<file path="config.mk">
export PLATFORM = sky130hd
export DESIGN_NAME = pool_window_reducer_flat
export DESIGN_NICKNAME = d
export VERILOG_FILES = /design/src/rtl/pool_pkg.sv /design/src/rtl/pool_window_reducer_if.sv /design/src/rtl/pool_window_reducer_comparator.sv /design/src/rtl/pool_window_reducer.sv /design/src/flat_wrapper.sv
export SDC_FILE = /design/constraint.sdc
export NUM_CORES = 1
export LEC_CHECK = 0
export CAP_MARGIN = 20
export CORE_MARGIN = 2
export CORE_UTILIZATION = 45
export DETAILED_ROUTE_END_ITERATION = 7
export PLACE_DENSITY = 0.68
export SKIP_CTS_REPAIR_TIMING = 1
export SLEW_MARGIN = 40
export SYNTH_ARGS = -nofsm -noshare
export SYNTH_HDL_FRONTEND = slang
export SYNTH_SLANG_ARGS = --single-unit
</file>
<file path="constraint.sdc">
create_clock -name CLK -period 10.8 [get_ports CLK]
set_input_delay 1.08 -clock CLK [delete_from_list [all_inputs] [get_ports CLK]]
set_output_delay 1.08 -clock CLK [all_outputs]
set_load 0.05 [all_outputs]
</file>
<file path="src/rtl/pool_pkg.sv">
// Shared constants for the pooling datapath: mode encodings and default widths.
package pool_pkg;
    localparam logic MODE_MIN       = 1'b0;
    localparam logic MODE_MAX       = 1'b1;
    localparam int   DATA_WIDTH_DEF = 16;
    localparam int   CNT_WIDTH_DEF  = 4;
endpackage

</file>
<file path="src/rtl/pool_window_reducer_if.sv">
// Stream + config bundle for the pooling reducer: input word stream, window
// config and the reduced-result output stream.
interface pool_window_reducer_if #(
    parameter int DATA_WIDTH = pool_pkg::DATA_WIDTH_DEF,
    parameter int CNT_WIDTH  = pool_pkg::CNT_WIDTH_DEF
);
    logic [CNT_WIDTH-1:0]  POOL_SIZE;
    logic                  MODE_MAX;
    logic [DATA_WIDTH-1:0] IN_DATA;
    logic                  IN_VALID;
    logic                  IN_READY;
    logic [DATA_WIDTH-1:0] OUT_DATA;
    logic                  OUT_VALID;
    logic                  OUT_READY;

    modport master (
        output POOL_SIZE, MODE_MAX, IN_DATA, IN_VALID, OUT_READY,
        input  IN_READY, OUT_DATA, OUT_VALID
    );

    modport slave (
        input  POOL_SIZE, MODE_MAX, IN_DATA, IN_VALID, OUT_READY,
        output IN_READY, OUT_DATA, OUT_VALID
    );
endinterface

</file>
<file path="src/rtl/pool_window_reducer_comparator.sv">
// Registered unsigned min of two operands; the pooling accumulator lives in
// this register.
module pool_window_reducer_comparator #(
    parameter int DATA_WIDTH = pool_pkg::DATA_WIDTH_DEF
) (
    input  logic                  CLK,
    input  logic                  RESET,
    input  logic [DATA_WIDTH-1:0] i_a,
    input  logic [DATA_WIDTH-1:0] i_b,
    output logic [DATA_WIDTH-1:0] o_min
);
    always_ff @(posedge CLK) begin
        if (RESET) o_min <= '0;
        else       o_min <= (i_b < i_a) ? i_b : i_a;
    end
endmodule

</file>
<file path="src/rtl/pool_window_reducer.sv">
// Streaming min/max pooling: folds POOL_SIZE consecutive words into one result.
// Max mode runs the min comparator on inverted data (~a < ~b iff a > b).
module pool_window_reducer
    import pool_pkg::*;
#(
    parameter int DATA_WIDTH = DATA_WIDTH_DEF,
    parameter int CNT_WIDTH  = CNT_WIDTH_DEF
) (
    input  logic                 CLK,
    input  logic                 RESET,
    pool_window_reducer_if.slave bus
);
    logic [CNT_WIDTH-1:0]  r_cnt;
    logic [CNT_WIDTH-1:0]  r_win_len;
    logic                  r_mode;
    logic                  r_pend;
    logic [DATA_WIDTH-1:0] r_out_data;
    logic                  r_out_valid;

    logic [CNT_WIDTH-1:0]  w_cfg_len;
    logic [CNT_WIDTH-1:0]  w_len;
    logic                  w_first;
    logic                  w_last;
    logic                  w_in_ready;
    logic                  w_accept;
    logic                  w_mode;
    logic [DATA_WIDTH-1:0] w_in_op;
    logic [DATA_WIDTH-1:0] w_cmp_a;
    logic [DATA_WIDTH-1:0] w_cmp_b;
    logic [DATA_WIDTH-1:0] w_cmp_out;
    logic [DATA_WIDTH-1:0] w_result;

    // At cnt==0 the live config inputs decide window length and mode.
    assign w_first   = (r_cnt == '0);
    assign w_cfg_len = (bus.POOL_SIZE == '0) ? CNT_WIDTH'(1) : bus.POOL_SIZE;
    assign w_len     = w_first ? w_cfg_len : r_win_len;
    assign w_mode    = w_first ? bus.MODE_MAX : r_mode;
    assign w_last    = (r_cnt == w_len - CNT_WIDTH'(1));

    // Only a window-completing word waits for the output register to free up.
    assign w_in_ready = !w_last || (!r_pend && (!r_out_valid || bus.OUT_READY));
    assign w_accept   = bus.IN_VALID && w_in_ready;

    assign w_in_op  = (w_mode == MODE_MAX) ? ~bus.IN_DATA : bus.IN_DATA;
    assign w_result = (r_mode == MODE_MAX) ? ~w_cmp_out : w_cmp_out;

    always_comb begin
        w_cmp_a = w_cmp_out;
        w_cmp_b = w_cmp_out;
        if (w_accept) begin
            w_cmp_a = w_first ? w_in_op : w_cmp_out;
            w_cmp_b = w_in_op;
        end
    end

    pool_window_reducer_comparator #(.DATA_WIDTH(DATA_WIDTH)) u_cmp (
        .CLK   (CLK),
        .RESET (RESET),
        .i_a   (w_cmp_a),
        .i_b   (w_cmp_b),
        .o_min (w_cmp_out)
    );

    always_ff @(posedge CLK) begin
        if (RESET) begin
            r_cnt     <= '0;
            r_win_len <= '0;
            r_mode    <= MODE_MIN;
            r_pend    <= 1'b0;
        end else begin
            r_pend <= w_accept && w_last;
            if (w_accept) begin
                r_cnt <= w_last ? '0 : r_cnt + CNT_WIDTH'(1);
                if (w_first) begin
                    r_win_len <= w_cfg_len;
                    r_mode    <= bus.MODE_MAX;
                end
            end
        end
    end

    // The pend load reads r_mode before this edge, so a back-to-back window
    // that switches mode does not corrupt the previous result.
    always_ff @(posedge CLK) begin
        if (RESET) begin
            r_out_data  <= '0;
            r_out_valid <= 1'b0;
        end else if (r_pend) begin
            r_out_data  <= w_result;
            r_out_valid <= 1'b1;
        end else if (r_out_valid && bus.OUT_READY) begin
            r_out_valid <= 1'b0;
        end
    end

    assign bus.IN_READY  = w_in_ready;
    assign bus.OUT_DATA  = r_out_data;
    assign bus.OUT_VALID = r_out_valid;
endmodule

</file>
<file path="src/flat_wrapper.sv">
// flat-port wrapper written by rule: the top's interface ports become plain ports
module pool_window_reducer_flat import pool_pkg::*;
#(
    parameter int DATA_WIDTH = DATA_WIDTH_DEF,
    parameter int CNT_WIDTH  = CNT_WIDTH_DEF
)
  (CLK, RESET, bus_POOL_SIZE, bus_MODE_MAX, bus_IN_DATA, bus_IN_VALID, bus_OUT_READY, bus_IN_READY, bus_OUT_DATA, bus_OUT_VALID);
  pool_window_reducer_if #(.DATA_WIDTH(DATA_WIDTH), .CNT_WIDTH(CNT_WIDTH)) bus_i ();
  input  logic CLK;
  input  logic RESET;
  input wire logic [$bits(bus_i.POOL_SIZE)-1:0] bus_POOL_SIZE;
  input wire logic [$bits(bus_i.MODE_MAX)-1:0] bus_MODE_MAX;
  input wire logic [$bits(bus_i.IN_DATA)-1:0] bus_IN_DATA;
  input wire logic [$bits(bus_i.IN_VALID)-1:0] bus_IN_VALID;
  input wire logic [$bits(bus_i.OUT_READY)-1:0] bus_OUT_READY;
  output wire logic [$bits(bus_i.IN_READY)-1:0] bus_IN_READY;
  output wire logic [$bits(bus_i.OUT_DATA)-1:0] bus_OUT_DATA;
  output wire logic [$bits(bus_i.OUT_VALID)-1:0] bus_OUT_VALID;
  assign bus_i.POOL_SIZE = bus_POOL_SIZE;
  assign bus_i.MODE_MAX = bus_MODE_MAX;
  assign bus_i.IN_DATA = bus_IN_DATA;
  assign bus_i.IN_VALID = bus_IN_VALID;
  assign bus_i.OUT_READY = bus_OUT_READY;
  assign bus_IN_READY = bus_i.IN_READY;
  assign bus_OUT_DATA = bus_i.OUT_DATA;
  assign bus_OUT_VALID = bus_i.OUT_VALID;
  pool_window_reducer #(.DATA_WIDTH(DATA_WIDTH), .CNT_WIDTH(CNT_WIDTH)) u_core (.CLK(CLK), .RESET(RESET), .bus(bus_i));
endmodule
</file>
==> reports/metrics.yaml <==
io-pin-count: 43
synth_edf_count: 0
utilization: 0.555
postRouteAntennaNets: 0
fmax_ghz: 0.163
ir_drop_mv: 0.0599
rsz0062_at_grt: "false"
power-per-cell-area_mw_per_mm2: 175
tritoncts: "done"
grt_max_degree: 62
syn_to_final_growth_pct: 18.2
root_buffer: "clkbuf_8"
hold_viol_final: 0
clockBufferDepth: 2
cts_sinks: 43
route.vias.total: 2285
path_class: "input port to flop"
drive_above_1_share: 0.102
synthTopCellsByArea: "dfxtp_1 29%, mux2i_1 12%, xnor2_1 9.3%"
worstSkewPairLatency_ps: 300
routed_via_density: 5.33
yosys_register_bits: 43
ys_seq_area_frac: 0.285
reg2reg_depth: 16
critPathBufInv: 1
layout_commonest_cell: "clkdlybuf4s50_1"
crit_chain: "clkdlybuf4s50_1 > or4b_1 > o22ai_4 > ha_1 > xnor2_1 > nor2b_1 > mux2i_1 > or2_1 > o21ai_2 > mux2_2 > ha_1 > a2111oi_0 > a221o_1 > o2111a_2 > mux2_1"
cp.required_ps: 10980
clk_pin_slew_worst_paths_ps: 80
violations: "DRC"
layout_common_cells: "42 x clkdlybuf4s50_1, 41 x dfxtp_1, 37 x nand2b_1"
clock_skew_ps: 10.9
die-width_um: 85.9
hold_start: "u_core.bus.OUT_DATA[11]$_SDFFE_PP0P_"
grtUsageTotal: 0.180
syn_inst: 320
r2r_start: "u_core.r_cnt[0]$_SDFFE_PP0N_"
firstDrtPassIters: 7
grt_pass1_wl_um: 10600
antenna_found_initial: 0
synth_area_mm2: 0.00302
path_delay_family: "compound AO/OA/AOI/OAI gates"
ff2ff_setup_slack_ps: 4990
hold-worst-slack_ps: 484
portBuffers: 42
htree_levels: 2
synth_top_area_frac: 0.285
synthFlopType: "dfxtp_1"
status: "complete, but fails checks"
hp-class: "flop to flop"
slew_violations: 0
setup.worst_path.end_class: "flop"
syn_avg_cell_area_um2: 9.43
slowest_stage: "o21ai_2"
p_leak_uw: 0.00136
finalSetupViolCount: 0
worstPathMaxFanout: 16
total_power_uw: 625
critPathMaxStageDelay_ps: 660
synth_warnings: 0
wl_per_cell_um: 14.9
relSlewSlack: 0.469
finalWorstPathRequiredPeriod_ps: 6120
critical_path_arrival_ps: 6300
core_area_mm2: 0.00642
crit_top_cell: "ha_1"
wirelength_um: 6400
cts_buffers: 5
initial_utilization: 0.470
finalSetupTns_ps: 0
grt-ovfl-total: 0
min_path_cells: 2
finalWeightedCongestion: 0.839
drc: 3
timing.rr.end: "u_core.u_cmp.o_min[0]$_SDFF_PP0_"
post-route-period-util: 0.567
die_y_um: 85.9
grt_pass1_vias: 2175
worstHoldEndpoint: "u_core.bus.OUT_DATA[11]$_SDFFE_PP0P_"
design.die.area_mm2: 0.00737
synthDistinctLibCells: 47
drt-initial-drc-count: 113
synth_nets: 363
nets: 394
n_antenna_cell: 0
critPathLaunchType: "input port"
async_reset_ff_frac: 0
rows: 29
drv_cap: 0
hpwlAfterDp_um: 4710
worst_slew_pin_slew_ps: 796
yosysTopAreaCell: "dfxtp_1"
[synthesized netlist by cell type, types with 3 or more instances]
cell type	n
a211oi_1	17
a21o_1	3
a21oi_1	11
buf_6	4
clkbuf_1	11
dfxtp_1	43
ha_1	18
inv_1	8
mux2_2	15
mux2i_1	36
nand2_1	3
nand2b_1	37
nand3_1	8
nor2_1	22
nor2b_1	5
o211ai_1	3
o21ai_0	6
xnor2_1	32
xor2_1	3
[worst min-delay path, cell delays in order, from the launching register on]
cell and delay (ps):
dfxtp_1 320, nor2_1 80, a211oi_1 50
[power breakdown]
part | total (uW) | internal (uW) | switching, uW
sequential | 208 | 179 | 29.2
combinational | 267 | 127 | 140
clock | 150 | 92.5 | 57.5
total | 625 | 399 | 227
[area by class of cell]
class | count | area (um^2)
fillers | 578 | 2860
well taps | 77 | 96.3
clock inverters | 2 | 60.1
multi-input cells | 248 | 2000
repair buffers | 45 | 443
inverters | 8 | 30.0
clock buffers | 6 | 72.6
flip-flops and latches | 43 | 863
[layer usage]
metal	GRT usage	share of wire
met5	0	0
met4	0.0620	0.015
met3	0.0231	0.036
met2	0.282	0.45
met1	0.254	0.50
[cells by family (layout without fill, tap and decap cells)]
kind of cell,Yosys count,in the layout,synth area share
DFF,43,43,0.285
buffers and inverters,29,61,0.0527
xor gates and xnor gates,35,35,0.102
AOI/OAI and AO/OA,53,53,0.133
muxes,52,52,0.179
and+or+nand+nor,90,90,0.173
adders and majority gates,18,18,0.0747
[state kept, by name (all words and copies together) (netlist names)]
signal and flops:
u_core.bus.OUT_DATA 16, u_core.bus.OUT_VALID 1, u_core.r_cnt 4, u_core.r_mode 1, u_core.r_pend 1, u_core.r_win_len 4, u_core.u_cmp.o_min 16
[how the worst max path moves through the flow]
stage	startpoint	endpoint	slack (ps)	cells past startpoint
2_1_floorplan	bus_POOL_SIZE[0]	u_core.u_cmp.o_min[0]$_SDFF_PP0_	5660	18
3_3_place_gp	bus_POOL_SIZE[0]	u_core.u_cmp.o_min[0]$_SDFF_PP0_	4310	15
3_5_place_dp	bus_POOL_SIZE[0]	u_core.u_cmp.o_min[0]$_SDFF_PP0_	4360	15
4_1_cts	bus_POOL_SIZE[0]	u_core.u_cmp.o_min[0]$_SDFF_PP0_	4670	15
5_1_grt	bus_POOL_SIZE[0]	u_core.u_cmp.o_min[0]$_SDFF_PP0_	4400	15
6_report	bus_POOL_SIZE[0]	u_core.u_cmp.o_min[0]$_SDFF_PP0_	4680	15
[stage by stage]
stage / cells / worst slack [ps] / area [um^2]
2_1_floorplan: 320 / 5660 / 3020
3_3_place_gp: 421 / 4310 / 3430
3_5_place_dp: 421 / 4360 / 3430
4_1_cts: 429 / 4670 / 3570
5_1_grt: 429 / 4400 / 3570
6_report: 429 / 4680 / 3570
Power figures use the tool's default switching activity.
